[src/rtl/selector_8_pkg.sv]
// rtl/selector_8_pkg.sv - shared widths for the 8-to-256 one-hot selector
package selector_8_pkg;

    localparam int ADDR_W = 8;
    localparam int OUT_W  = 256;
    localparam int NIB_W  = 4;
    localparam int PRE_W  = 16;

endpackage

[src/rtl/selector_8_if.sv]
// rtl/selector_8_if.sv - address in / one-hot select out bundle for selector_8
interface selector_8_if;
    import selector_8_pkg::*;

    logic [ADDR_W-1:0] addr;
    logic [OUT_W-1:0]  decoded;

    // master produces addresses and consumes selects; slave is the decoder
    modport master (output addr, input decoded);
    modport slave  (input addr, output decoded);

endinterface

[src/rtl/selector_8_decoder.sv]
// rtl/selector_8_decoder.sv - combinational 4-to-16 one-hot predecoder
module decoder_4to16
    import selector_8_pkg::*;
(
    input  logic [NIB_W-1:0] nib,
    output logic [PRE_W-1:0] oh
);

    // exactly one predecode line high for every nibble value
    always_comb begin
        oh      = '0;
        oh[nib] = 1'b1;
    end

endmodule

[src/rtl/selector_8.sv]
// rtl/selector_8.sv - registered 8-bit to 256-line one-hot selector (option: SELECTOR_8_PIPE_EN adds a predecode register stage)
module selector_8
    import selector_8_pkg::*;
(
    input  logic         clk,
    input  logic         rst_n,
    selector_8_if.slave  bus
);

    logic [NIB_W-1:0] hi_nib;
    logic [NIB_W-1:0] lo_nib;
    logic [PRE_W-1:0] hi_oh;
    logic [PRE_W-1:0] lo_oh;
    logic [PRE_W-1:0] hi_q;
    logic [PRE_W-1:0] lo_q;
    logic [OUT_W-1:0] matrix;
    logic [OUT_W-1:0] decoded_q;

    assign hi_nib = bus.addr[ADDR_W-1:NIB_W];
    assign lo_nib = bus.addr[NIB_W-1:0];

    decoder_4to16 u_dec_hi (
        .nib (hi_nib),
        .oh  (hi_oh)
    );

    decoder_4to16 u_dec_lo (
        .nib (lo_nib),
        .oh  (lo_oh)
    );

`ifdef SELECTOR_8_PIPE_EN
    // extra stage between predecoders and the AND matrix; all-zero in reset
    // keeps the matrix output zero until a real address has passed through
    always_ff @(posedge clk or negedge rst_n) begin
        if (!rst_n) begin
            hi_q <= '0;
            lo_q <= '0;
        end else begin
            hi_q <= hi_oh;
            lo_q <= lo_oh;
        end
    end
`else
    assign hi_q = hi_oh;
    assign lo_q = lo_oh;
`endif

    // 16x16 AND matrix: line 16*h+l is selected when both predecode lines are high
    for (genvar h = 0; h < PRE_W; h++) begin : g_hi
        for (genvar l = 0; l < PRE_W; l++) begin : g_lo
            assign matrix[h*PRE_W + l] = hi_q[h] & lo_q[l];
        end
    end

    // output register so consumers see glitch-free selects straight from flops
    always_ff @(posedge clk or negedge rst_n) begin
        if (!rst_n) begin
            decoded_q <= '0;
        end else begin
            decoded_q <= matrix;
        end
    end

    assign bus.decoded = decoded_q;

endmodule

[src/flat_wrapper.sv]
// flat-port wrapper written by rule: the top's interface ports become plain ports
module selector_8_flat import selector_8_pkg::*;
  (clk, rst_n, bus_addr, bus_decoded);
  selector_8_if bus_i ();
  input  logic clk;
  input  logic rst_n;
  input wire logic [$bits(bus_i.addr)-1:0] bus_addr;
  output wire logic [$bits(bus_i.decoded)-1:0] bus_decoded;
  assign bus_i.addr = bus_addr;
  assign bus_decoded = bus_i.decoded;
  selector_8 u_core (.clk(clk), .rst_n(rst_n), .bus(bus_i));
endmodule
[config.mk]
export PLATFORM = sky130hd
export DESIGN_NAME = selector_8_flat
export DESIGN_NICKNAME = d
export VERILOG_FILES = /design/src/rtl/selector_8_pkg.sv /design/src/rtl/selector_8_if.sv /design/src/rtl/selector_8_decoder.sv /design/src/rtl/selector_8.sv /design/src/flat_wrapper.sv
export SDC_FILE = /design/constraint.sdc
export NUM_CORES = 1
export LEC_CHECK = 0
export CAP_MARGIN = 5
export CORE_MARGIN = 1.5
export CORE_UTILIZATION = 55
export CTS_CLUSTER_DIAMETER = 120
export CTS_CLUSTER_SIZE = 40
export DETAILED_ROUTE_END_ITERATION = 6
export DONT_BUFFER_PORTS = 1
export GPL_TIMING_DRIVEN = 0
export PLACE_DENSITY = 0.7
export SYNTH_ARGS = -nofsm -noshare
export SYNTH_HDL_FRONTEND = slang
export SYNTH_SLANG_ARGS = --single-unit
[constraint.sdc]
create_clock -name clk -period 0.8 [get_ports clk]
set_input_delay 0.16 -clock clk [delete_from_list [all_inputs] [get_ports clk]]
set_output_delay 0.16 -clock clk [all_outputs]
set_load 0.02 [all_outputs]
==> flow_summary.json, run 1 <==
{
  "status": "complete, but fails checks",
  "violations": "negative hold slack, negative setup slack",
  "htree_levels": 1,
  "dieArea_sq_um": 15580,
  "post-route-period-util": 1.408,
  "ioPinCount": 266,
  "syn_inst": 606,
  "dp.cells": 790,
  "postLayoutCoreUtil": 0.6449,
  "avgViaCountPerCell": 5.489,
  "syn_area_sq_um": 8164,
  "power_density_nw_per_um2": 2126,
  "wirelength_microns": 17910,
  "dpl.hpwl_microns": 12110,
  "start_kind": "flop",
  "multi_input_area_sq_um": 1404,
  "die_w_microns": 124.8,
  "vias": 4408,
  "finalHoldViolCount": 306,
  "grt.total_usage": 0.2288,
  "finalMaxSlewViolations": 0,
  "hold_path.class": "input pin to async pin",
  "gp_congestion": 0.7640,
  "postRouteAntennaNets": 0,
  "grt_max_degree": 257,
  "dp_slack_ns": -0.5053,
  "cts_max_path_buffers": 3,
  "synth-warning-count": 0,
  "drive_above_1_share": 0.5202,
  "max_cap_viol_count": 0,
  "finalNonFillerCells": 803,
  "path_clk_slew_ns": 0.14,
  "largest_reg_flops": 256,
  "worstSetupPathType": "flop to output port",
  "rows": 44,
  "cts.sinks": 256,
  "fp.coreArea_sq_um": 14530,
  "grt_pass1_vias": 4469,
  "synth.avg_cell_area_sq_um": 13.47,
  "cts-root-buf": "clkbuf_16",
  "vdd.ir_drop.worst_mv": 1.597,
  "cts_buffers": 10,
  "drc": 0,
  "fp.dieH_microns": 124.8,
  "cp_max_fo": 1,
  "crit_arrival_ns": 0.97,
  "power.leakage_nw": 3.997,
  "synth_cell_types": 16,
  "finalCriticalPeriod_ns": 1.127,
  "antenna_cells": 0,
  "cts_tree": "built",
  "fillers": 1039,
  "firstDrtPassIters": 4,
  "area_growth_pct": 14.80,
  "initial_core_util": 0.5617,
  "worst_pin_slew_ns": 0.4020,
  "grt-ovfl-total": 0,
  "rsz0062_at_grt": "true",
  "synth_seq_cells": 256,
  "syn-num-nets": 616,
  "antenna_found_initial": 0,
  "synth-seq-area-share": 0.7847,
  "grt_pass1_wl_microns": 27540,
  "port_buffers": 0,
  "critPathRequiredTime_ns": 0.64,
  "worstSetupEndpointType": "output port",
  "fmax_mhz": 887.7,
  "seq_area_sq_um": 6679,
  "fin_setup_tns_ns": -78.36,
  "initialDrtViolationCount": 271,
  "wl_per_cell_microns": 22.31,
  "whs_ns": -0.6528,
  "setup_slack_ns": -0.3265,
  "fin_nets": 629,
  "maxSlewHeadroom": 0.7306,
  "setup_viol": 256
}
==> routing by layer <==
metal / share of wire / vias to the layer above / GRT usage
met3: 0.081 / 30 / 0.07045
met1: 0.40 / 2301 / 0.2992
met2: 0.49 / 221 / 0.3743
li1: - / 1856 / -
met5: 0 / - / 0
met4: 0.026 / 0 / 0.06618
==> path summary, 6_finish.rpt <==
check,start,endpoint,slack (ns),cells after the start
setup / recovery,u_core.bus.decoded[36],bus_decoded[36],-0.33,0
max in group asynchronous,rst_n,u_core.bus.decoded[205],1.21,0
hold / removal,rst_n,u_core.bus.decoded[69],-0.65,0
min in group clk,bus_addr[0],u_core.bus.decoded[32],-0.05,3
==> area by class of cell <==
type,instances,share of cell area
clock inverters,1,0.003204
well taps,184,0.02456
plain buffers,62,0.07970
clock buffers,11,0.02937
repair buffers,1,0.0008010
flip-flops and latches,256,0.7126
multi-input cells,288,0.1498
==> stage by stage <==
step                      instance area [sq um]  power, mW
after detailed placement                   8783      13.90
after global routing                       9373      20.49
final                                      9373      19.92
after CTS                                  9334      20.00
after floorplan                            8553      13.76
after global placement                     8783      13.88
==> cell usage after synthesis <==
master	count	share of area
or4_4	1	0.0014
nor2_1	233	0.11
nor2_2	13	0.010
buf_6	10	0.014
dfrtp_1	256	0.78
or4b_4	3	0.0051
clkbuf_2	5	0.0031
nor2_4	10	0.014
or4_1	1	0.00092
buf_2	25	0.015
clkbuf_1	21	0.0097
nand4b_1	8	0.0086
or4b_1	5	0.0061
nand4bb_1	12	0.017
buf_12	1	0.0025
nand4_1	2	0.0015
==> repair_timing <==
action | in CTS | in global routing
gates cloned | 0 | 0
resized for setup | 188 | 31
setup buffers | 1 | 0
pin swaps | 0 | 0
endpoints found under the setup margin | 258 | 256
endpoints found under the hold margin | 321 | 313
==> report_power, final <==
part	leakage, nW	internal [mW]	switching, mW
clock network	0.147	2.57	3.70
registers	3.21	13.0	0.0744
logic	0.639	0.259	0.345
total	4.00	15.8	4.12
==> cells in the final DEF (no fill, tap or decap), drive strengths merged <==
cell     synthesis  layout
buf             36      37
clkbuf          26      37
clkinv           0       1
dfrtp          256     256
nand4            2       2
nand4b           8       8
nand4bb         12      12
nor2           256     256
or4              2       2
or4b             8       8
==> kinds of logic after synthesis <==
group	Yosys count	share of synthesized area
flops	256	0.7847
simple gates	288	0.1710
buf+inv	62	0.04429
Power figures use the tool's default switching activity.
==> run 2, diff against run 1 <==
CORE_ASPECT_RATIO = 0.8   (was not set)
==> run 2 against run 1 <==
Effect of this change: the flow finishes with violations (design-rule violations, negative hold slack, negative setup slack); utilization grew 0.67 points; via count down 2.0%; combinational power hardly changed; non-clock buffer count increased by 1; flip-flop and latch count unchanged; clock power fell by 1%; die area hardly changed; wire length rose by 1.3%; largest cell class unchanged; sequential power about the same; final cell count up 0.12%; critical endpoint is now bus_decoded[121]; worst setup slack got worse by 0.0021 ns.
==> flow_summary.json, run 2 (synthesis gave the netlist of run 1 again) <==
{
  "setup_viol": 257,
  "htree_levels": 1,
  "rsz0062_at_grt": "true",
  "cts-root-buf": "clkbuf_16",
  "seq_area_sq_um": 6680,
  "wirelength_microns": 18140,
  "power_mw": 19.86,
  "whs_ns": -0.6402,
  "drc": 20,
  "antenna_cells": 0,
  "max_cap_viol_count": 0,
  "cts_max_path_buffers": 3,
  "multi_input_area_sq_um": 1403,
  "fin_nets": 630,
  "ioPinCount": 266,
  "cts_buffers": 10,
  "postRouteAntennaNets": 0,
  "final_common_cell": "nor2_1",
  "grt.total_usage": 0.2375,
  "cp_max_fo": 1,
  "fmax_mhz": 886.0,
  "worst_pin_slew_ns": 0.4255,
  "grt_max_degree": 257,
  "initial_core_util": 0.5671,
  "fp.dieH_microns": 112.0,
  "routed-wl-met2_microns": 8894,
  "die_w_microns": 139.2,
  "crit_arrival_ns": 0.97,
  "drive_above_1_share": 0.5226,
  "wl_met3_microns": 1472,
  "avgViaCountPerCell": 5.374,
  "cts.sinks": 256,
  "post-route-period-util": 1.411,
  "firstDrtPassIters": 7,
  "port_buffers": 0,
  "violations": "design-rule violations, negative hold slack, negative setup slack",
  "cts_tree": "built",
  "rows": 39,
  "status": "complete, but fails checks",
  "dp_slack_ns": -0.5048,
  "top_layer_used": "met4",
  "power_density_nw_per_um2": 2117,
  "initialDrtViolationCount": 286,
  "largest_reg_flops": 256,
  "power.leakage_nw": 3.997,
  "worstSetupEndpointType": "output port",
  "finalCriticalPeriod_ns": 1.129,
  "grt_pass1_vias": 4514,
  "area_growth_pct": 14.90,
  "dieArea_sq_um": 15590,
  "grt_pass1_wl_microns": 27870,
  "fillers": 1028,
  "gp_congestion": 0.7750,
  "met1_length_microns": 7411,
  "antenna_found_initial": 0,
  "wl_per_cell_microns": 22.56,
  "vdd.ir_drop.worst_mv": 1.481,
  "dpl.hpwl_microns": 12550,
  "start_kind": "flop",
  "layout_common_cells": "232 x nor2_1, 219 x dfrtp_2, 37 x dfrtp_1, 26 x buf_6, 19 x clkbuf_8",
  "setup_slack_ns": -0.3286,
  "grt-ovfl-total": 0,
  "worstSetupPathType": "flop to output port",
  "critPathRequiredTime_ns": 0.64,
  "path_clk_slew_ns": 0.14,
  "finalMaxSlewViolations": 0,
  "vias": 4321,
  "fp.coreArea_sq_um": 14400,
  "finalHoldViolCount": 299,
  "hold_path.class": "input pin to async pin",
  "maxSlewHeadroom": 0.7148
}
run 2: path summary, 6_finish.rpt:
check                      slack, ns  cells past startpoint                 endpoint                     from
max in group asynchronous       1.19                      0   u_core.bus.decoded[11]                    rst_n
min                            -0.64                      0  u_core.bus.decoded[103]                    rst_n
min in group clk               -0.04                      3   u_core.bus.decoded[32]              bus_addr[0]
max                            -0.33                      0         bus_decoded[121]  u_core.bus.decoded[121]
run 2: cell type report:
| cell class | count | area share |
|---|---|---|
| clock buffer | 11 | 0.02935 |
| tap | 184 | 0.02454 |
| multi-input combinational | 288 | 0.1495 |
| sequential | 256 | 0.7122 |
| timing repair buffer | 2 | 0.001601 |
| buffer | 62 | 0.07963 |
| clock inverter | 1 | 0.003201 |
run 2: power breakdown:
group	switching [mW]	leakage [nW]	internal, mW
sequential	0.0750	3.21	13.0
combinational	0.345	0.642	0.260
clock	3.63	0.147	2.57
run 2: metal layers:
layer	global-route usage	vias to the layer above
met3	0.06495	20
met1	0.3204	2245
met5	0	-
li1	-	1858
met4	0.05461	0
met2	0.3917	198
run 2: through the flow:
stage / std cells / util / hold slack, ns / cell area [sq um] / TNS, ns
after floorplan: 606 / - / -0.1356 / 8553 / -49.09
after global routing: 804 / 0.6516 / -0.6695 / 9380 / -86.47
final: 804 / 0.6516 / -0.6402 / 9380 / -77.88
after global placement: 790 / 0.6102 / -0.1300 / 8783 / -74.62
after detailed placement: 790 / 0.6102 / -0.1311 / 8783 / -79.65
after CTS: 802 / 0.6485 / -0.6544 / 9335 / -81.56
run 2: timing repair:
action                                  CTS  global route
setup buffers                             0             2
gates resized for setup                 196            24
endpoints found under the setup margin  257           257
hold endpoints to repair                325           313
